===== src/rtl/tff_counter.sv =====
// rtl/tff_counter.sv - up/down counter built from toggle stages, with terminal count and sticky boundary flag
module tff_counter #(
  parameter int WIDTH    = 4,
  parameter int SATURATE = 0
) (
  input  logic             clk,
  input  logic             reset,
  input  logic             clr,
  input  logic             load,
  input  logic [WIDTH-1:0] load_val,
  input  logic             en,
  input  logic             up,
  output logic [WIDTH-1:0] q,
  output logic             tc,
  output logic             ovf
);

  logic [WIDTH-1:0] count_q, count_d, toggle;
  logic             ovf_q, ovf_d;
  logic [WIDTH:0]   ones_c, zeros_c;

  // ones_c[i] / zeros_c[i]: all bits below i are 1 / 0; the top entry spans the whole count.
  assign ones_c[0]  = 1'b1;
  assign zeros_c[0] = 1'b1;
  for (genvar i = 0; i < WIDTH; i++) begin : g_chain
    assign ones_c[i+1]  = ones_c[i] & count_q[i];
    assign zeros_c[i+1] = zeros_c[i] & ~count_q[i];
  end

  assign tc = en & (up ? ones_c[WIDTH] : zeros_c[WIDTH]);

  always_comb begin
    toggle = {WIDTH{en}} & (up ? ones_c[WIDTH-1:0] : zeros_c[WIDTH-1:0]);
    if ((SATURATE != 0) && tc) toggle = '0;
  end

  always_comb begin
    count_d = count_q;
    ovf_d   = ovf_q;
    if (clr) begin
      count_d = '0;
      ovf_d   = 1'b0;
    end else if (load) begin
      count_d = load_val;
    end else begin
      count_d = count_q ^ toggle;
      if (tc) ovf_d = 1'b1;
    end
  end

  always_ff @(posedge clk or posedge reset) begin
    if (reset) begin
      count_q <= '0;
      ovf_q   <= 1'b0;
    end else begin
      count_q <= count_d;
      ovf_q   <= ovf_d;
    end
  end

  assign q   = count_q;
  assign ovf = ovf_q;

endmodule

===== config.mk =====
export PLATFORM = sky130hd
export DESIGN_NAME = tff_counter
export DESIGN_NICKNAME = d
export VERILOG_FILES = /design/src/rtl/tff_counter.sv
export SDC_FILE = /design/constraint.sdc
export NUM_CORES = 1
export LEC_CHECK = 0
export CAP_MARGIN = 10
export CORE_AREA = 10 10 47 49
export CTS_BUF_LIST = sky130_fd_sc_hd__clkbuf_8
export CTS_CLUSTER_DIAMETER = 30
export DETAILED_ROUTE_END_ITERATION = 10
export DIE_AREA = 0 0 57 59
export PLACE_DENSITY_LB_ADDON = 0.3
export SETUP_SLACK_MARGIN = 0.3
export SLEW_MARGIN = 20
export SYNTH_ARGS = -nofsm -noshare
export SYNTH_HDL_FRONTEND = slang
export SYNTH_SLANG_ARGS = --single-unit

===== constraint.sdc =====
create_clock -name clk -period 2.2 [get_ports clk]
set_input_delay 0.22 -clock clk [delete_from_list [all_inputs] [get_ports clk]]
set_output_delay 0.22 -clock clk [all_outputs]
set_load 0.02 [all_outputs]

==> flow_metrics.tcl <==
set metrics [dict create \
    status "complete, no violations" \
    start_util 0.248 \
    antenna_violating_nets_post_route 0 \
    post_drt_wl_per_cell_um 13.7 \
    max_stage_delay_ns 0.48 \
    ff_latch_area_um2 125 \
    synth_largest_area_cell "dfrtp_1" \
    drcViolationCount 0 \
    clock-root-buffer "clkbuf_8" \
    dr_total_vias 374 \
    critical-path-slowest-cell "or4_4" \
    cap_viol_max_count 0 \
    hold_violations 0 \
    drtPass1Iterations 5 \
    flops_latches_synth 5 \
    power.ir.vdd_worst_uv 342 \
    most-common-layout-cells "clkdlybuf4s50_1, dfrtp_1, buf_4" \
    syn-mean-instance-area_um2 9.40 \
    synth_compound_area_frac 0.194 \
    tritoncts.num_buffers 3 \
    area_growth_from_synthesis_to_layout_pct 75.2 \
    overflow 0 \
    worst_ep_arrival_time_ns 1.54 \
    ctsHtreeMaxLevel 1 \
    number_of_antenna_violations_at_the_first_check_in_global_routing 0 \
    synth_enable_flop_cells 0 \
    synth_simple_gate_area_frac 0.299 \
    post_synth_inst_count 37 \
    unrepaired_setup_endpoints_after_global_routing "false" \
    design.die.area_mm2 0.00336 \
    timing.max_slew.rel_slack 0.740 \
    postLayoutSetupSlackWorst_ns 0.441 \
    cellPowerDensity_mw_per_mm2 607 \
    synth.yosys.warnings 0 \
    ys_seq_area_frac 0.360 \
    drt_wl_total_um 1040 \
    maximum_number_of_pins_on_one_net_before_global_route_repair 9 \
    mostFrequentLayoutCell "clkdlybuf4s50_1" \
    clkTransAtPathRegs_ns 0.03 \
    p_leak_nw 0.272 \
    cp_cell_sequence "clkdlybuf4s50_1 > or4_4 > o22ai_2 > and2_4 > buf_6" \
    top_level_ports 16 \
    post_synth_fa_ha_maj_area_fraction 0 \
    floorplan.rows 14 \
    synth-xor-area-share 0.0755 \
    gpl_congestion 0.735 \
    final_max_slew_viol_count 0 \
    cp-start-kind "primary input" \
    first_global_vias 387 \
    post_dp_cell_area_um2 552 \
    post-layout-total-power_w 0.000370 \
    syn-cell-area_um2 348 \
    synth_top_flop_cell "dfrtp_1" \
    stdcell_area_um2 609 \
    place.detailed.hpwl_um 855 \
    critPathMaxFanout 2 \
    cts_tree "yes" \
    highest_clock_frequency_the_design_can_meet_mhz 569 \
    number_of_drc_violations_after_detailed_routing_iteration_0 8 \
    n_antenna_cell 0 \
    fillers 152 \
    grt_first_pass_wirelength_um 1640 \
    cell_variety_after_synth 27 \
    worstSetupEndpointType "primary output" \
    worst_slew_pin_slew_ns 0.380 \
    cts_hold_repair.buffers 0 \
    placeableCoreArea_mm2 0.00140 \
    timing.final.crit_share 0.799 \
    final_core_util 0.435 \
    vias_per_cell 4.92 \
    synthDominantCellAreaShare 0.360 \
    worst_skew_pair.late_latency_ns 0.22 \
    multi_input_comb_area_um2 219 \
    fin_worst_hold_slack_ns 0.194 \
    io_buffers 15 \
    synthTopCellsByArea "dfrtp_1, xor2_1, or4b_4, nand4_1, and3_4" \
    detailedPlace.worstSlack_ns -0.192 \
    worst_clock_skew_ns 0.000494 \
    clock_sinks 5 \
    min_path_type "in -> async" \
    crit_type "in -> out" \
    post-route-min-period_ns 1.76 \
    synth_top_family_by_area "simple AND/OR/NAND/NOR gates" \
    synth_async_sr_flop_share 1.00 \
    worstPathRequired_ns 1.98 \
    synthesis.nets 47 \
    drive_gt1_frac 0.250 \
    final-setup-viol-count 0 \
    finish.net_count 71 \
    cts_post_setup_buffers_inserted 0 \
    die_y_um 59 \
    gr-usage-all-layers 0.0618 \
    cts_buffer_depth 2 \
    die-width_um 57 \
    synth_mux_area_frac 0.0288 \
]
sequential cells by signal (all words and copies together), names as in the netlist:
register / cells
q: 4
ovf: 1
cell type report:
cell class                 instances  share of cell area
inverter                           3              0.0185
tap                               16              0.0329
timing repair buffer              20               0.310
sequential                         5               0.205
clock buffer                       3              0.0678
clock inverter                     1             0.00616
multi-input combinational         28               0.359
routing by layer:
metal / global-route usage / share of wire / wire [um]
met5: 0 / 0 / 0
met4: 0.0503 / 0 / 0
met3: 0.0258 / 0.064 / 67
met2: 0.101 / 0.52 / 544
met1: 0.0606 / 0.41 / 431
worst paths after layout:
check / startpoint / to / slack, ns / cells after the start
max: up / tc / 0.44 / 5
min: reset / q[1] / 0.19 / 2
max reg2reg: q[0] / q[2] / 0.52 / 4
min reg2reg: ovf / ovf / 0.52 / 1
max in group asynchronous: reset / q[2] / 1.84 / 2
min in group clk: ovf / ovf / 0.52 / 1
timing repair:
item	4_1_cts	5_1_grt
gates resized for setup	6	3
endpoints found under the hold margin	0	0
cloned	0	0
pin swaps	1	1
endpoints found under the setup margin	1	1
stage by stage:
stage | setup TNS [ns] | std cells
floorplan | 0 | 37
global route | 0 | 76
detailed placement | -0.192 | 72
CTS | 0 | 76
global placement | -0.202 | 72
finish | 0 | 76
where the power goes:
group          switching, W  internal, W
sequential       0.00000605    0.0000997
combinational     0.0000467    0.0000579
clock             0.0000404     0.000119
total             0.0000931     0.000277
critical path: cells and delay by family:
kind / cells / cell delay (ns)
AO/OA/AOI/OAI: 1 / 0.14
buffers and inverters: 2 / 0.53
AND/OR/NAND/NOR: 2 / 0.64
synthesized netlist by cell type, drive strengths merged (2+ instances only):
master / count
inv: 3
a211o: 2
nand4: 2
dfrtp: 5
xor2: 2
and3: 2
nand3: 2
nor2: 2
kinds of logic (layout without fill, tap and decap cells):
| group | Yosys count | in the layout |
|---|---|---|
| multiplexers | 1 | 1 |
| buffers and inverters | 4 | 27 |
| XOR/XNOR | 3 | 3 |
| AO/OA/AOI/OAI | 8 | 8 |
| flip-flops | 5 | 5 |
| AND/OR/NAND/NOR | 16 | 16 |
Note: power is estimated with default switching activity, not from simulation.
